$ cat config.mk
export PLATFORM = sky130hd
export DESIGN_NAME = shift_right_seq
export DESIGN_NICKNAME = d
export VERILOG_FILES = /design/src/rtl/shift_right_seq.sv
export SDC_FILE = /design/constraint.sdc
export NUM_CORES = 1
export LEC_CHECK = 0
export BUFFER_PORTS_ARGS = -buffer_cell sky130_fd_sc_hd__buf_2
export CORE_MARGIN = 4
export CORE_UTILIZATION = 52
export CTS_BUF_LIST = sky130_fd_sc_hd__clkbuf_8 sky130_fd_sc_hd__clkbuf_16
export DETAILED_ROUTE_END_ITERATION = 7
export GPL_TIMING_DRIVEN = 1
export PLACE_DENSITY = 0.91
export SYNTH_ARGS = -nofsm -noshare
export SYNTH_HDL_FRONTEND = slang
export SYNTH_SLANG_ARGS = --single-unit
$ cat constraint.sdc
create_clock -name clk -period 3.1 [get_ports clk]
set_clock_uncertainty 0.15 [all_clocks]
set_input_delay 0 -clock clk [delete_from_list [all_inputs] [get_ports clk]]
set_output_delay 0 -clock clk [all_outputs]
set_load 0.01 [all_outputs]
$ cat src/rtl/shift_right_seq.sv
// shift_right_seq: multi-cycle right shifter (SRL/SRA/SRLV/SRAV) with a start/done handshake.
// It shifts one bit position per clock. With SHIFT_RIGHT_SEQ_FAST_EN defined, it shifts four
// positions per clock while at least four remain.
//
// Parameters:
//   width       - operand/result width (>= 2)
//   shamt_width - shift-amount width; the maximum shift is 2**shamt_width - 1
// Ports:
//   clk     - rising-edge clock
//   reset_n - asynchronous active-low reset
//   start   - request a shift; sampled only in IDLE or DONE
//   in      - operand, captured on the accepting edge
//   shamt   - shift amount, captured on the accepting edge
//   arith   - 1 = sign-fill, 0 = zero-fill; captured on the accepting edge
//   busy    - high while shifting
//   done    - one-cycle completion pulse
//   out     - result register; holds its value until the next accepted start
module shift_right_seq #(
    parameter int unsigned width       = 32,
    parameter int unsigned shamt_width = 5
) (
    input  logic                   clk,
    input  logic                   reset_n,
    input  logic                   start,
    input  logic [width-1:0]       in,
    input  logic [shamt_width-1:0] shamt,
    input  logic                   arith,
    output logic                   busy,
    output logic                   done,
    output logic [width-1:0]       out
);

    typedef enum logic [1:0] {
        StIdle,
        StShift,
        StDone
    } state_e;

    state_e                 state_q, state_d;
    logic [width-1:0]       acc_q, acc_d;
    logic [shamt_width-1:0] cnt_q, cnt_d;
    logic                   fill_q, fill_d;

    always_ff @(posedge clk or negedge reset_n) begin
        if (!reset_n) begin
            state_q <= StIdle;
            acc_q   <= '0;
            cnt_q   <= '0;
            fill_q  <= 1'b0;
        end else begin
            state_q <= state_d;
            acc_q   <= acc_d;
            cnt_q   <= cnt_d;
            fill_q  <= fill_d;
        end
    end

    always_comb begin
        state_d = state_q;
        acc_d   = acc_q;
        cnt_d   = cnt_q;
        fill_d  = fill_q;

        unique case (state_q)
            StIdle, StDone: begin
                if (start) begin
                    acc_d   = in;
                    cnt_d   = shamt;
                    fill_d  = arith & in[width-1];
                    state_d = (shamt != '0) ? StShift : StDone;
                end else begin
                    state_d = StIdle;
                end
            end

            StShift: begin
`ifdef SHIFT_RIGHT_SEQ_FAST_EN
                if (int'(cnt_q) >= 4) begin
                    // Mask of the top four bits (all bits when width < 4).
                    acc_d = (acc_q >> 4) | (fill_q ? ~({width{1'b1}} >> 4) : '0);
                    cnt_d = cnt_q - shamt_width'(4);
                end else begin
                    acc_d = {fill_q, acc_q[width-1:1]};
                    cnt_d = cnt_q - shamt_width'(1);
                end
`else
                acc_d = {fill_q, acc_q[width-1:1]};
                cnt_d = cnt_q - shamt_width'(1);
`endif
                if (cnt_d == '0) begin
                    state_d = StDone;
                end
            end

            default: begin
                state_d = StIdle;
            end
        endcase
    end

    assign busy = (state_q == StShift);
    assign done = (state_q == StDone);
    assign out  = acc_q;

endmodule

==> metrics, run 1 <==
CP max FO=15; slowest CP cell=dlygate4sd3_1; Synth Instances=225; worst-path cell chain=nor2b_2 > buf_4 > nand3_1 > dlygate4sd3_1 > a21oi_1; WL per Instance=15.4 um; Reg area=1000 um^2; post-synthesis cell type count=27; Hold EP=out[11]$_DFFE_PN0P_; # fillers=192; Hold Path Class=in -> reg; synthesis-stage register bit count=40; CP startpoint kind=register; Clock Sinks=40; cell taking the most area after synthesis=dfrtp_1; Routed WL=5860 um; Post-route DRC=0; clock root buffer=clkbuf_8; Die Y=68.5 um; Post-synth ARST share=100%; CP peak stage delay=0.56 ns; CP top delay family=buffers and inverters; GP Congestion=0.847; die area=4690 um^2; syn_area_per_cell=8.46 um^2; MaxCap Viol Count=0; maximum vdd ir drop=0.000563 V; outcome=completed; GRT Residual Overflow=0; WHS Path Cells=4; unrepaired setup endpoints after global routing=no; CTS tree=yes; r2r endpoint=state_q[1]$_DFFE_PN0P_; min-delay src=start; std cell rows=21; count of flip-flops with a built-in enable after synthesis=0; Iteration-0 DRC Markers=229; TritonRoute pass-1 iters=4; CP bufs+invs=2; worst-skew pair later-pin latency=0.30 ns; Final nets=377; count of pins over their slew limit=0; placed cells=332; Required @ worst endpoint=3.17 ns; Multi-input gate area=811 um^2; Yosys warnings=0; DR vias=2,106; max_slew headroom=42.0%; Period minus WS final=2.21 ns; Vias per Instance=5.53; TritonCTS Buffers=5; worst-case clock buffer depth=2; top-count cell post-synth=nand2_1; GRT Total Usage=27.1%; PortBufs=74; CP Capture Type=register; antenna cell count=0; Post-DRT Antenna Nets=0; top_reg_cell synth=dfrtp_1; H-tree lvl count=2; initial antenna violation count=0; critical path type=reg -> reg; Die Width=68.5 um; main area contributors after synthesis=dfrtp_1 53%, nand2_1 13%, a31oi_1 11%; Area Growth Syn to Fin=48.4%; Clock transition at path regs=0.08 ns; I/O Pins=75; reg-to-reg startpoint=state_q[0]$_DFFE_PN0P_; first-pass GRT wire length=9460 um; Hold Fails Final Rpt=0; flop2flop setup slack=0.89 ns; post-synthesis sequential area ratio=52.6%; Final setup viols=0; layout cells sized above 1=27.8%; period utilization=71.2%; synthesized net count=268; Peak Freq=0.453 GHz; fin cells=381; LEAKAGE=1.35 nW; final instance area=2830 um^2; Cell Pwr Density=918 nW/um^2; starting density of the core=55.3%; Detailed Place HPWL=3520 um; Reg2Reg Depth=5; vias in the first global route=2,076; share of the synthesized area in the top cell type=52.6%; most frequent cells after synthesis=67 x nand2_1, 40 x dfrtp_1, 36 x nor2_1; Post-Syn Area=1900 um^2; setup TNS=0 ns; Slew @ Worst Pin=0.871 ns; pin count of the biggest net entering global routing=42; CORE AREA=3440 um^2; Arr. time, crit path=2.28 ns; dpl cell area=2290 um^2
-- worst max-delay path by stage --
stage | from | to | slack, ns | cells after the start
after floorplan | cnt_q[0]$_DFFE_PN0P_ | state_q[0]$_DFFE_PN0P_ | 1.56 | 5
after global placement | state_q[0]$_DFFE_PN0P_ | cnt_q[0]$_DFFE_PN0P_ | 1.27 | 4
after detailed placement | state_q[0]$_DFFE_PN0P_ | cnt_q[0]$_DFFE_PN0P_ | 1.23 | 4
after CTS | state_q[0]$_DFFE_PN0P_ | state_q[1]$_DFFE_PN0P_ | 0.93 | 5
after global routing | state_q[0]$_DFFE_PN0P_ | state_q[1]$_DFFE_PN0P_ | 0.71 | 5
final | state_q[0]$_DFFE_PN0P_ | state_q[1]$_DFFE_PN0P_ | 0.89 | 5
-- flip-flops by register name (all words and copies together) (netlist names) --
register  cells
out          32
cnt_q         5
fill_q        1
state_q       2
-- repair_timing --
action	CTS	global route
resized for setup	0	0
hold buffers	41	0
endpoints found under the hold margin	80	0
setup buffers	0	0
-- through the flow --
stage | setup WS [ns] | power [mW] | util (%) | hold slack [ns]
3_5_place_dp | 1.23 | 2.06 | 66.5 | 0.00969
6_report | 0.893 | 2.59 | 82.1 | 0.106
3_3_place_gp | 1.27 | 1.98 | 66.5 | 0.00138
5_1_grt | 0.713 | 2.79 | 82.1 | 0.136
2_1_floorplan | 1.56 | 1.67 | - | -0.446
4_1_cts | 0.930 | 2.56 | 82.1 | 0.0909
-- worst reg2reg max path: stages, from the launching register on --
cell and delay [ns]:
dfrtp_1 0.43, nor2b_2 0.50, buf_4 0.30, nand3_1 0.08, dlygate4sd3_1 0.56, a21oi_1 0.12
-- metal layers --
metal / vias up / wire [um] / share of wire [%] / track usage (%)
met1: 1006 / 2180 / 37 / 31.3
met2: 115 / 3090 / 53 / 49.9
met4: 0 / 68 / 1.2 / 6.20
met3: 9 / 519 / 8.9 / 6.97
met5: - / 0 / 0 / 0
li1: 976 / - / - / -
-- cells in the final DEF (no fill, tap or decap), types with 2 or more instances in the layout --
cell	count
buf_4	4
clkbuf_8	7
a31oi_1	33
a21oi_1	3
dfrtp_1	40
dlygate4sd3_1	41
inv_1	4
mux2i_1	2
nor2_1	36
ha_1	2
a221o_1	2
buf_2	74
nand3_1	2
nand2_1	67
-- report_power, final --
part	internal [mW]	leakage, nW	total (mW)	switching [mW]
Sequential	0.761	0.439	0.968	0.207
Combinational	0.490	0.845	1.16	0.671
Clock	0.284	0.0645	0.466	0.182
Total	1.53	1.35	2.59	1.06
-- cell families (layout without fill, tap and decap cells) --
logic type / after synthesis / in the layout / synth area share, %
AND/OR/NAND/NOR: 114 / 114 / 24.0
adder cells (fa/ha/maj): 2 / 2 / 1.31
XOR/XNOR: 1 / 1 / 0.460
flip-flops: 40 / 40 / 52.6
AO/OA/AOI/OAI: 44 / 44 / 15.4
multiplexers: 2 / 2 / 1.05
buffers and inverters: 22 / 132 / 5.12
-- area by class of cell --
class,count,area share (%)
Clock buffer,7,3.41
Inverter,5,0.664
Timing Repair Buffer,119,28.7
Tap cell,46,2.04
Multi-Input combinational cell,163,28.7
Clock inverter,1,1.06
Sequential cell,40,35.4
No activity file was read; power rests on OpenSTA's default activity.
==> run 2, diff against run 1 <==
Settings changed: ABC_AREA set to 1, CORE_UTILIZATION 52 to 49, PLACE_DENSITY 0.91 to 0.85.
Clock period 3.1 ns to 2.3 ns, I/O delays scaled along.
==> metrics, run 2 <==
worst-case clock buffer depth=2; first-pass GRT wire length=9050 um; crit path launch=state_q[1]$_DFFE_PN0P_; setup TNS=0 ns; cell taking the most area after synthesis=dfrtp_1; CP top delay family=buffers and inverters; CP max FO=29; Post-synth ARST share=100%; Arr. time, crit path=2.09 ns; synthesis-stage register bit count=40; flop2flop setup slack=0.27 ns; Peak Freq=0.494 GHz; WHS Path Cells=5; Hold Fails Final Rpt=0; setup bufs post-CTS=0; Final setup viols=0; Die Y=72.3 um; pin count of the biggest net entering global routing=41; Required @ worst endpoint=2.37 ns; Post-DRT Antenna Nets=0; Final nets=394; H-tree lvl count=2; count of flip-flops with a built-in enable after synthesis=0; reg-to-reg startpoint=state_q[1]$_DFFE_PN0P_; worst-skew pair later-pin latency=0.29 ns; period utilization=88.1%; TritonRoute pass-1 iters=4; slowest CP cell=dlygate4sd3_1; Detailed Place HPWL=3280 um; Synth Area in Simple Gates=13.7%; CP Capture Type=register; CP bufs+invs=4; Post-route DRC=0; Yosys warnings=0; critical path type=reg -> reg; Reg2Reg Depth=7; Synth Area in Compound Gates=22.2%; Routed WL=5440 um; Period minus WS final=2.03 ns; CP startpoint kind=register; starting density of the core=50.6%; I/O Pins=75; most common cell after layout, fill and taps aside=buf_2; layout cells sized above 1=25.6%; count of pins over their slew limit=0; synthesized net count=279; top_reg_cell synth=dfrtp_1; Slew @ Worst Pin=0.896 ns; worst-path cell chain=inv_1 > nand2_2 > inv_2 > buf_12 > nor3_1 > dlygate4sd3_1 > nor2_1; most frequent cells after synthesis=41 x inv_1, 40 x dfrtp_1, 40 x nand2_1; Hold Path Class=in -> reg; Post-Syn Area=2020 um^2; XOR/XNOR Fraction of Synth Area=0%; post-CTS sizing=0; CTS tree=yes; antenna cell count=0; largest family of logic cells by synthesized area=compound AO/OA/AOI/OAI gates; WL per Instance=13.5 um; Reg area=1000 um^2; outcome=completed; worst setup path end=out[7]$_DFFE_PN0P_; max_slew headroom=40.3%; mux cell area share after synthesis=0%; max reg flops=32; MaxCap Viol Count=0; vias in the first global route=1,999; unrepaired setup endpoints after global routing=no; Area Growth Syn to Fin=45.0%; maximum vdd ir drop=0.000737 V; Vias per Instance=4.98; Clock transition at path regs=0.08 ns; Die Width=72.3 um; r2r endpoint=out[7]$_DFFE_PN0P_; main area contributors after synthesis=dfrtp_1 49%, o211ai_1 11%, inv_1 7.6%; Clock Sinks=40; DR vias=2,002; top-count cell post-synth=inv_1; placed cells=350; GRT Residual Overflow=0; std cell rows=23; share of the synthesized area in the top cell type=49.5%; GP Congestion=0.830; CP peak stage delay=0.55 ns; # fillers=312; initial antenna violation count=0; TritonCTS Buffers=5; GRT Total Usage=22.4%; LEAKAGE=1.55 nW; Multi-input gate area=751 um^2; post-synthesis cell type count=23; clock root buffer=clkbuf_8; most frequent cells in the layout=74 x buf_2, 44 x dlygate4sd3_1, 42 x inv_1, 40 x nand2_1, 40 x dfrtp_1; Cell Pwr Density=1240 nW/um^2; syn_area_per_cell=8.57 um^2; fin cells=402; Synth Instances=236; CORE AREA=4000 um^2; PortBufs=74; Iteration-0 DRC Markers=156; Synth Area in Adders=1.24%; die area=5220 um^2; Finished Core Util=73.3%; post-synthesis sequential area ratio=49.5%; hold buffers post-CTS=44; Levels on crit path=7
-- run 2: final cells by class --
| cell class | count | area share [%] |
|---|---|---|
| Inverter | 42 | 5.38 |
| Sequential cell | 40 | 34.1 |
| Multi-Input combinational cell | 140 | 25.6 |
| Tap cell | 50 | 2.13 |
| Timing Repair Buffer | 122 | 29.1 |
| Clock inverter | 3 | 1.32 |
| Clock buffer | 5 | 2.35 |
-- run 2: kinds of logic after synthesis --
| family | count (synthesis) |
|---|---|
| AOI/OAI and AO/OA | 71 |
| adders and majority gates | 2 |
| buffers and inverters | 56 |
| DFF | 40 |
| and+or+nand+nor | 67 |
-- run 2: worst min-delay path by stage --
stage                       start                      to  slack [ns]
after detailed placement  reset_n  state_q[1]$_DFFE_PN0P_        0.03
after global routing        start  state_q[1]$_DFFE_PN0P_         0.1
after global placement    reset_n  state_q[0]$_DFFE_PN0P_        0.02
after CTS                   start  state_q[1]$_DFFE_PN0P_        0.04
after floorplan           reset_n    cnt_q[0]$_DFFE_PN0P_       -0.45
final                       start  state_q[1]$_DFFE_PN0P_        0.04
-- run 2: worst min-delay path, cell delays in order --
cell and delay, ns:
buf_2 0.12, nand2_4 0.12, nor2_1 0.06, nor2_1 0.09
nor2_1 0.06
-- run 2: routing by layer --
layer  routed length, um  track usage [%]
met1                2350             28.2
met5                   0                0
met3                 381             4.85
met4                  91             8.14
met2                2610             37.8
-- run 2: per-stage QoR --
| stage | setup WS (ns) | power, mW | hold WS, ns | area [um^2] |
|---|---|---|---|---|
| 2_1_floorplan | 0.933 | 2.44 | -0.446 | 2020 |
| 3_3_place_gp | 0.709 | 2.89 | 0.0157 | 2380 |
| 3_5_place_dp | 0.599 | 2.96 | 0.0306 | 2380 |
| 4_1_cts | 0.306 | 3.61 | 0.0356 | 2930 |
| 5_1_grt | 0.159 | 3.96 | 0.0958 | 2930 |
| 6_report | 0.275 | 3.63 | 0.0415 | 2930 |
-- run 2: where the power goes --
part           internal [mW]  total (mW)  switching [mW]
registers               1.07        1.27           0.199
logic                  0.762        1.81            1.05
clock network          0.318       0.560           0.243
total                   2.15        3.63            1.49
